$ cat config.mk
export PLATFORM = sky130hd
export DESIGN_NAME = fetch_unit
export DESIGN_NICKNAME = d
export VERILOG_FILES = /design/src/rtl/fetch_unit_pkg.sv /design/src/rtl/fetch_unit_instr_queue.sv /design/src/rtl/fetch_unit.sv
export SDC_FILE = /design/constraint.sdc
export NUM_CORES = 1
export LEC_CHECK = 0
export ABC_CLOCK_PERIOD_IN_PS = 2800
export CORE_ASPECT_RATIO = 1.25
export CORE_MARGIN = 3
export CORE_UTILIZATION = 45
export CTS_BUF_LIST = sky130_fd_sc_hd__clkbuf_8 sky130_fd_sc_hd__clkbuf_16
export CTS_CLUSTER_DIAMETER = 80
export CTS_CLUSTER_SIZE = 14
export DETAILED_ROUTE_END_ITERATION = 8
export PLACE_DENSITY_LB_ADDON = 0.05
export SYNTH_ARGS = -nofsm -noshare
export SYNTH_HDL_FRONTEND = slang
export SYNTH_SLANG_ARGS = --single-unit
$ cat constraint.sdc
create_clock -name clk -period 2.8 [get_ports clk]
set_input_delay 0.56 -clock clk [delete_from_list [all_inputs] [get_ports clk]]
set_output_delay 0.56 -clock clk [all_outputs]
set_load 0.02 [all_outputs]
$ cat src/rtl/fetch_unit_pkg.sv
// Shared types and constants for the instruction fetch stage.
package fetch_unit_pkg;

  typedef enum logic [1:0] {
    StIdle = 2'd0,
    StReq  = 2'd1,
    StDrop = 2'd2
  } fetch_state_e;

  localparam logic [31:0] DefaultResetPc = 32'h0000_0000;
  localparam logic [31:0] WordIncr       = 32'd4;

  typedef struct packed {
    logic [31:0] pc;
    logic [31:0] instr;
  } fetch_entry_t;

  function automatic logic [31:0] word_align(input logic [31:0] addr);
    return {addr[31:2], 2'b00};
  endfunction

endpackage

$ cat src/rtl/fetch_unit_instr_queue.sv
// DEPTH-entry FIFO of fetched {pc, instr} pairs with flush; head is read straight from storage.
module fetch_unit_instr_queue
  import fetch_unit_pkg::*;
#(
  parameter int unsigned DEPTH = 4
) (
  input  logic                     clk,
  input  logic                     reset,
  input  logic                     push,
  input  fetch_entry_t             push_entry,
  input  logic                     pop,
  input  logic                     flush,
  output logic [$clog2(DEPTH):0]   count,
  output logic                     head_valid,
  output fetch_entry_t             head
);

  localparam int unsigned PtrW = $clog2(DEPTH);
  localparam int unsigned CntW = PtrW + 1;

  fetch_entry_t    mem_q [DEPTH];
  logic [PtrW-1:0] wr_ptr_q, rd_ptr_q;
  logic [CntW-1:0] count_q, count_d;
  logic            do_pop;

  assign do_pop = pop && (count_q != '0);

  always_comb begin
    count_d = count_q;
    case ({push, do_pop})
      2'b10:   count_d = count_q + CntW'(1);
      2'b01:   count_d = count_q - CntW'(1);
      default: count_d = count_q;
    endcase
  end

  // Storage is cleared on reset so the head outputs read as zero out of reset.
  always_ff @(posedge clk or negedge reset) begin
    if (!reset) begin
      for (int i = 0; i < int'(DEPTH); i++) begin
        mem_q[i] <= '0;
      end
      wr_ptr_q <= '0;
      rd_ptr_q <= '0;
      count_q  <= '0;
    end else if (flush) begin
      wr_ptr_q <= '0;
      rd_ptr_q <= '0;
      count_q  <= '0;
    end else begin
      if (push) begin
        mem_q[wr_ptr_q] <= push_entry;
        wr_ptr_q        <= wr_ptr_q + PtrW'(1);
      end
      if (do_pop) begin
        rd_ptr_q <= rd_ptr_q + PtrW'(1);
      end
      count_q <= count_d;
    end
  end

  assign count      = count_q;
  assign head_valid = (count_q != '0);
  assign head       = mem_q[rd_ptr_q];

endmodule

$ cat src/rtl/fetch_unit.sv
// Instruction fetch: one outstanding imem read at a time, results buffered for the decoder,
// redirects flush the buffer and restart at the new PC.
module fetch_unit
  import fetch_unit_pkg::*;
#(
  parameter int unsigned DEPTH    = 4,
  parameter logic [31:0] RESET_PC = DefaultResetPc
) (
  input  logic        clk,
  input  logic        reset,
  input  logic        redirect,
  input  logic [31:0] redirect_pc,
  output logic        imem_req,
  output logic [31:0] imem_addr,
  input  logic        imem_ack,
  input  logic [31:0] imem_rdata,
  output logic        instr_valid,
  output logic [31:0] instr,
  output logic [31:0] instr_pc,
  input  logic        instr_ready,
  output logic [31:0] fetch_pc
);

  localparam int unsigned CntW = $clog2(DEPTH) + 1;
  localparam logic [CntW-1:0] DepthCnt = CntW'(DEPTH);

  fetch_state_e    state_q;
  logic [31:0]     fetch_pc_q, imem_addr_q;
  logic            imem_req_q;

  logic [CntW-1:0] count, count_after;
  logic            push, pop;
  logic [31:0]     next_pc, target_pc;
  fetch_entry_t    push_entry, head;
  logic            head_valid;

  assign push       = (state_q == StReq) && imem_ack && !redirect;
  assign pop        = head_valid && instr_ready && !redirect;
  assign next_pc    = fetch_pc_q + WordIncr;
  assign target_pc  = word_align(redirect_pc);
  assign push_entry = '{pc: fetch_pc_q, instr: imem_rdata};

  // Occupancy after this cycle's push/pop decides whether a back-to-back request is safe.
  always_comb begin
    count_after = count;
    case ({push, pop})
      2'b10:   count_after = count + CntW'(1);
      2'b01:   count_after = count - CntW'(1);
      default: count_after = count;
    endcase
  end

  always_ff @(posedge clk or negedge reset) begin
    if (!reset) begin
      state_q     <= StIdle;
      fetch_pc_q  <= RESET_PC;
      imem_addr_q <= RESET_PC;
      imem_req_q  <= 1'b0;
    end else begin
      case (state_q)
        StIdle: begin
          if (redirect) begin
            fetch_pc_q <= target_pc;
          end else if (count < DepthCnt) begin
            state_q     <= StReq;
            imem_addr_q <= fetch_pc_q;
            imem_req_q  <= 1'b1;
          end
        end
        StReq: begin
          if (redirect) begin
            fetch_pc_q <= target_pc;
            if (imem_ack) begin
              state_q    <= StIdle;
              imem_req_q <= 1'b0;
            end else begin
              // The old transaction must still complete; its data will be dropped.
              state_q <= StDrop;
            end
          end else if (imem_ack) begin
            fetch_pc_q <= next_pc;
            if (count_after < DepthCnt) begin
              imem_addr_q <= next_pc;
            end else begin
              state_q    <= StIdle;
              imem_req_q <= 1'b0;
            end
          end
        end
        StDrop: begin
          if (redirect) begin
            fetch_pc_q <= target_pc;
          end
          if (imem_ack) begin
            state_q    <= StIdle;
            imem_req_q <= 1'b0;
          end
        end
        default: begin
          state_q    <= StIdle;
          imem_req_q <= 1'b0;
        end
      endcase
    end
  end

  fetch_unit_instr_queue #(
    .DEPTH(DEPTH)
  ) u_instr_queue (
    .clk        (clk),
    .reset      (reset),
    .push       (push),
    .push_entry (push_entry),
    .pop        (pop),
    .flush      (redirect),
    .count      (count),
    .head_valid (head_valid),
    .head       (head)
  );

  assign imem_req    = imem_req_q;
  assign imem_addr   = imem_addr_q;
  assign fetch_pc    = fetch_pc_q;
  assign instr_valid = head_valid;
  assign instr       = head.instr;
  assign instr_pc    = head.pc;

endmodule

Word-level counts from Yosys, hierarchy flattened
Cells that the tools add are included.
{ "word_totals": {"memories": 0, "wordCells": 101, "latchBits": 0, "romBits": 0, "input_bits": 69, "register_bits": 330, "mem_bits_rw": 0, "output_inout_bits": 130} }
{ "classes": {"shift": 0, "div_mod_pow": 0, "n_reduce_logical": 20, "bitwise": 3, "eq_ne": 15, "magnitude_cmp": 5, "n_addsub": 5, "muxes": 38, "n_mul": 0} }
{ "ops": {"columns": ["op", "n"], "rows": [
  ["256-bit bitwise mux", 1],
  ["32-bit 2-to-1 mux", 8],
  ["64-bit 2-to-1 mux", 3],
  ["64-bit binary-select mux with 2-bit select", 1],
  ["64-bit demux with 2-bit select", 1],
  ["32-bit one-hot mux with 2 select lines", 2],
  ["32-bit by 3-bit adder with 32-bit output, second input constant", 1],
  ["2-bit 2-to-1 mux", 11],
  ["3-bit one-hot mux with 2 select lines", 2],
  ["2-bit inequality test, second input constant", 5],
  ["2-bit nonzero test", 4],
  ["2-bit by 1-bit == test with 1-bit output, second input constant", 3],
  ["2-bit == test, second input constant", 3],
  ["3-bit >= comparator, second input constant", 2],
  ["1-bit logical AND", 6],
  ["3-bit < comparator, second input constant", 2],
  ["1-bit 2-to-1 mux", 6],
  ["3-bit inequality test, second input constant", 2],
  ["2-bit inverter with 3-bit output", 2],
  ["2-bit one-hot mux with 3 select lines", 1],
  ["6-bit AND reduction", 1],
  ["3-bit nonzero test", 2],
  ["5-bit AND reduction", 1],
  ["2-bit by 1-bit adder with 2-bit output, second input constant", 2],
  ["other kinds (13)", 14]
]} }

Longest topological paths before layout
{ "logic_depth": {"word_depth": 10, "depth_mapped": 14, "depth_no_buf": 12} }

Hierarchy
Synthesis repeated with hierarchy kept, for this count alone.
{ "unflattened": {"hier_cells": 1100, "hier_area_um2": 16629.7} }
{ "by_module_without_submodules": {"columns": ["module", "n_inst", "seq_area_each_um2", "cells_per_inst", "area_each_um2"], "rows": [
  ["fetch_unit_instr_queue", 1, 6581.3, 667, 12768.5],
  ["fetch_unit", 1, 1576.5, 433, 3861.2]
]} }

Worst setup path after synthesis
No wires, ideal clock.
{ "synth_path": {"path_kind": "in2reg", "start": "input port redirect", "end": "register imem_addr_q[24] (netlist: imem_addr[24])", "setup_time_ns": 0.125, "path_buffers": 3, "cell_stages": 8, "setup_slack_ns": 0.096, "required_ns": 2.675, "t_arrival_ns": 2.580, "path_cell_list": "buf_2 > buf_1 > nor2_1 > ha_1 > nand2b_1 > o311ai_1 > buf_2 > mux2_2"} }
{ "synth_between": {"elab_chain_len": 7, "elab_cells_between_ends": 11, "cone_classes": "order compare: 1; eq/ne: 5; mux: 1; reduce/logical: 4"} }
{ "synth_lines": {"columns": ["element", "line", "text"], "rows": [
  ["start: declaration", "fetch_unit.sv:11", "input logic redirect,"],
  ["1-bit zero test", "fetch_unit.sv:37, fetch_unit.sv:38", null],
  ["1-bit logical AND, on equally long branches", "fetch_unit.sv:38, fetch_unit.sv:37", null],
  ["2-bit by 1-bit == test with 1-bit output or 2-bit == test (tied branches)", "fetch_unit.sv:46", "case ({push, pop})"],
  ["3-bit one-hot mux with 2 select lines", "fetch_unit.sv:46", null],
  ["3-bit < comparator", "fetch_unit.sv:82", "if (count_after < DepthCnt) begin"],
  ["2-bit by 1-bit inequality test with 1-bit output (no line)", null, null],
  ["6-bit AND reduction (no line) *", null, null],
  ["end signal: assignment", "fetch_unit.sv:66", "imem_addr_q <= fetch_pc_q;"],
  ["end signal: assignment", "fetch_unit.sv:83", "imem_addr_q <= next_pc;"],
  ["end: declaration", "fetch_unit.sv:28", "logic [31:0] fetch_pc_q, imem_addr_q;"]
]} }
Every way passes the cells marked *; elsewhere a longest branch is shown, timed or not.
A chain may end at the register's enable or synchronous reset.

Worst setup path in the final report
{ "layout_path": {"start": "register u_instr_queue.rd_ptr_q[0]", "end": "output port instr[22]"} }
{ "layout_between": {"elab_chain_len": 4} }
{ "layout_lines": {"columns": ["element", "line", "text"], "rows": [
  ["start: declaration", "fetch_unit_instr_queue.sv:22", "logic [PtrW-1:0] wr_ptr_q, rd_ptr_q;"],
  ["start signal: assignment", "fetch_unit_instr_queue.sv:56", "rd_ptr_q <= rd_ptr_q + PtrW'(1);"],
  ["2-bit inverter with 3-bit output (not written as such)", "fetch_unit_instr_queue.sv:64", "assign head = mem_q[rd_ptr_q];"],
  ["64-bit binary-select mux with 2-bit select", "fetch_unit_instr_queue.sv:64", null],
  ["64-bit 2-to-1 mux (not written as such) (2 in series)", "fetch_unit_instr_queue.sv:64", null],
  ["end: declaration", "fetch_unit.sv:18", "output logic [31:0] instr,"]
]} }
Every way passes these cells. The select of a mux whose other input is x is not followed.

==> results.yml <==
synth:
  syn_area_per_cell_sq_um: 13.4
  synth_top_family_by_area: "multiplexers"
  syn_area_sq_um: 15100
  yosysWarnings: 0
  synth_fa_ha_area_share_pct: 0.893
  ys_ff_latch: 318
  synthSimpleGateAreaFrac_pct: 6.77
  syn_inst: 1131
  synth_cell_types: 61
  synthFlopType: "dfrtp_1"
  synth_edf_count: 0
  synth-async-reset-ratio_pct: 100
  synthMuxAreaShare_pct: 27.1
  synth-xor-area-share_pct: 1.97
  synth_compound_area_share_pct: 6.00
  ys_seq_area_share_pct: 52.6
grt:
  use_met3_pct: 3.73
  grt_pass1_wl_microns: 60500
  grt_max_degree: 70
  use_met2_pct: 36.1
  grt_remaining_overflow: 0
  grt_pass1_vias: 10500
  antenna_found_initial: 0
  grt_util_met1_pct: 29.1
  track_usage_pct: 21.4
  top_usage_layer: "met2"
floorplanning:
  initial_core_util_pct: 45.9
  die_h_microns: 211
  fp-row-count: 74
  core-area_sq_um: 33000
  die_area_sq_um: 35900
  pin_count: 199
  die_w_microns: 170
timing:
  finalMaxSlewViolations: 0
  finalCritPeriodShare_pct: 97.5
  fmax_ghz: 0.366
  setup_violations: 0
  fin_crit_ns: 2.73
  layout_setup_ws_ns: 0.0687
  tightest_slew_ns: 0.672
  hold_viol: 0
  max_slew_margin_pct: 55.2
  rsz0062_at_grt: "no"
  setup_tns_ns: 0
  clock_skew_ns: 0.0289
cells_and_area:
  fin_cells: 1750
  syn_to_final_growth_pct: 23.0
  n_antenna_cell: 0
  final_nets: 1409
  fillers: 2798
  final_layout_size_suffix_gt1_share_pct: 34.7
critical_path:
  cp.required_ns: 2.24
  cp_max_fo: 7
  r2r_start: "u_instr_queue.count[1]"
  start_kind: "register"
  rrSetupSlack_ns: 0.25
  r2r_cells: 14
  cp-end-kind: "output port"
  arrival_ns: 2.17
  worstReg2RegEnd: "imem_addr[13]"
  critPathKind: "reg -> out"
power_and_ir_drop:
  p_leak_nw: 8.24
  p_total_mw: 18.5
  peakVddDrop_uv: 575
  power.density_nw_per_um2: 996
place:
  dpl.hpwl_microns: 25800
  portBuffers: 190
  gp_congestion: 0.829
  dpl_worst_slack_ns: -0.203
  place_inst: 1711
drt:
  drtIter0Drc: 519
  detail_route.wl_per_cell_microns: 21.8
  first_pass_iters: 5
  drc: 0
  vias: 9898
  post_drt_via_cell_ratio: 5.66
  wl_microns: 38100
  ant_nets: 0
cts:
  cts_made_buffers: 26
  clk_latency_ns: 0.55
  htreeDepth: 1
  cts_root_buf: "clkbuf_16"
  cts_tree: "built"
  ctsLongestPathBuffers: 3
  cts.clk_slew.worst_paths_ns: 0.07
  clock_sinks: 318
outcome:
  outcome: "finished clean"
job:
  drv_cap: 0
worst_hold_path:
  holdCritPathClass: "reg -> reg"
  min_path_cells: 2
  min_to: "u_instr_queue.mem_q[120]"
  min-delay-start: "u_instr_queue.mem_q[120]"
timing repair:
item,4_1_cts,5_1_grt
resized for setup,106,18
setup endpoints to repair,62,17
hold buffers,1,0
buffers inserted,3,4
cloned,0,1
pin swaps,0,0
hold endpoints to repair,8,0
worst max path at each step:
| stage | start | end | slack (ns) | depth (start not counted) |
|---|---|---|---|---|
| 2_1_floorplan | redirect | imem_addr[24] | 0.1 | 8 |
| 3_3_place_gp | redirect | imem_addr[31] | -0.11 | 11 |
| 3_5_place_dp | redirect | imem_addr[19] | -0.20 | 12 |
| 4_1_cts | u_instr_queue.rd_ptr_q[0] | instr_pc[5] | 0.0007 | 4 |
| 5_1_grt | u_instr_queue.rd_ptr_q[0] | instr[22] | 0.0009 | 5 |
| 6_report | u_instr_queue.rd_ptr_q[0] | instr[22] | 0.07 | 5 |
power by group:
group | internal, mW | switching, mW | leakage [nW] | total [mW]
registers | 6.02 | 0.945 | 4.09 | 6.97
logic | 4.17 | 4.01 | 3.80 | 8.17
clock network | 1.79 | 1.59 | 0.358 | 3.37
cell families after synthesis:
group,Yosys count
flops,318
mux,302
simple gates,189
compound gates,153
buf+inv,123
xor+xnor,34
fa+ha+maj,11
other cells,1
cell usage after synthesis (all sizes together) (2+ instances only):
cell / count / area (sq um)
nor4: 11 / 109
nor3: 6 / 41.3
a22oi: 3 / 22.5
a31oi: 3 / 18.8
mux4: 62 / 1400
buf: 75 / 523
nand2: 65 / 244
a2bb2oi: 10 / 87.6
o311ai: 3 / 26.3
and4: 2 / 17.5
xor2: 12 / 105
clkbuf: 36 / 139
inv: 12 / 45.0
and2: 2 / 12.5
o22ai: 11 / 68.8
a21oi: 38 / 190
a32oi: 3 / 26.3
xnor2: 22 / 193
or4: 4 / 30.0
o31ai: 9 / 67.6
nor2: 26 / 100
nand4: 16 / 121
o31a: 3 / 26.3
dfrtp: 318 / 7960
o21ai: 63 / 315
nand3: 31 / 173
mux2i: 3 / 30.0
ha: 10 / 125
nor2b: 6 / 37.5
mux2: 237 / 2670
nand2b: 6 / 37.5
and3: 9 / 56.3
through the flow:
step,util (%),hold WS (ns),instance area (sq um)
3_5_place_dp,54.1,0.470,17800
5_1_grt,56.4,0.510,18600
3_3_place_gp,54.1,0.457,17800
6_report,56.4,0.478,18600
2_1_floorplan,-,0.264,15100
4_1_cts,56.2,0.482,18500
registers in the layout, indices dropped and copies added (netlist names):
register	cells
u_instr_queue.mem_q	248
fetch_pc	30
imem_addr	30
u_instr_queue.count	3
state_q	2
u_instr_queue.rd_ptr_q	2
u_instr_queue.wr_ptr_q	2
imem_req	1
cell usage in the layout, fill, tap and decap left out, types with 5 or more instances in the layout:
cell / instances
nand3_1: 29
nand2_1: 61
and3_1: 9
nand4_1: 14
nor2b_1: 5
xnor2_1: 22
clkdlybuf4s15_2: 14
a21oi_1: 37
clkdlybuf4s50_1: 127
xor2_1: 12
a2bb2oi_1: 10
nor4_1: 6
o21ai_1: 7
clkbuf_16: 28
mux4_2: 62
dfrtp_1: 316
o21ai_0: 56
nand2b_1: 6
dlygate4sd2_1: 34
inv_1: 13
o22ai_1: 11
buf_2: 6
ha_1: 10
nor2_1: 25
clkbuf_2: 6
o31ai_1: 9
buf_12: 25
nor3_1: 5
conb_1: 6
mux2_2: 237
buf_4: 59
final cells by class:
| type | instances | area, sq um | share of cell area [%] |
|---|---|---|---|
| clock buffers | 27 | 676 | 3.63 |
| flip-flops and latches | 318 | 7970 | 42.8 |
| clock inverters | 3 | 37.5 | 0.202 |
| repair buffers | 277 | 2810 | 15.1 |
| multi-input cells | 695 | 6540 | 35.2 |
| well taps | 418 | 523 | 2.81 |
| inverters | 12 | 45.0 | 0.242 |
critical path, stage by stage (launching register included):
cell and delay, ns:
dfrtp_4 0.49, buf_12 0.15, buf_12 0.12, clkbuf_16 0.16, mux4_2 0.41, clkdlybuf4s15_1 0.30
per-layer routing:
layer | routed length [microns] | up-vias
met5 | 0 | -
met3 | 2060 | 54
met4 | 759 | 0
li1 | - | 4497
met2 | 18700 | 262
met1 | 16600 | 5085
No activity file was read; power rests on OpenSTA's default activity.
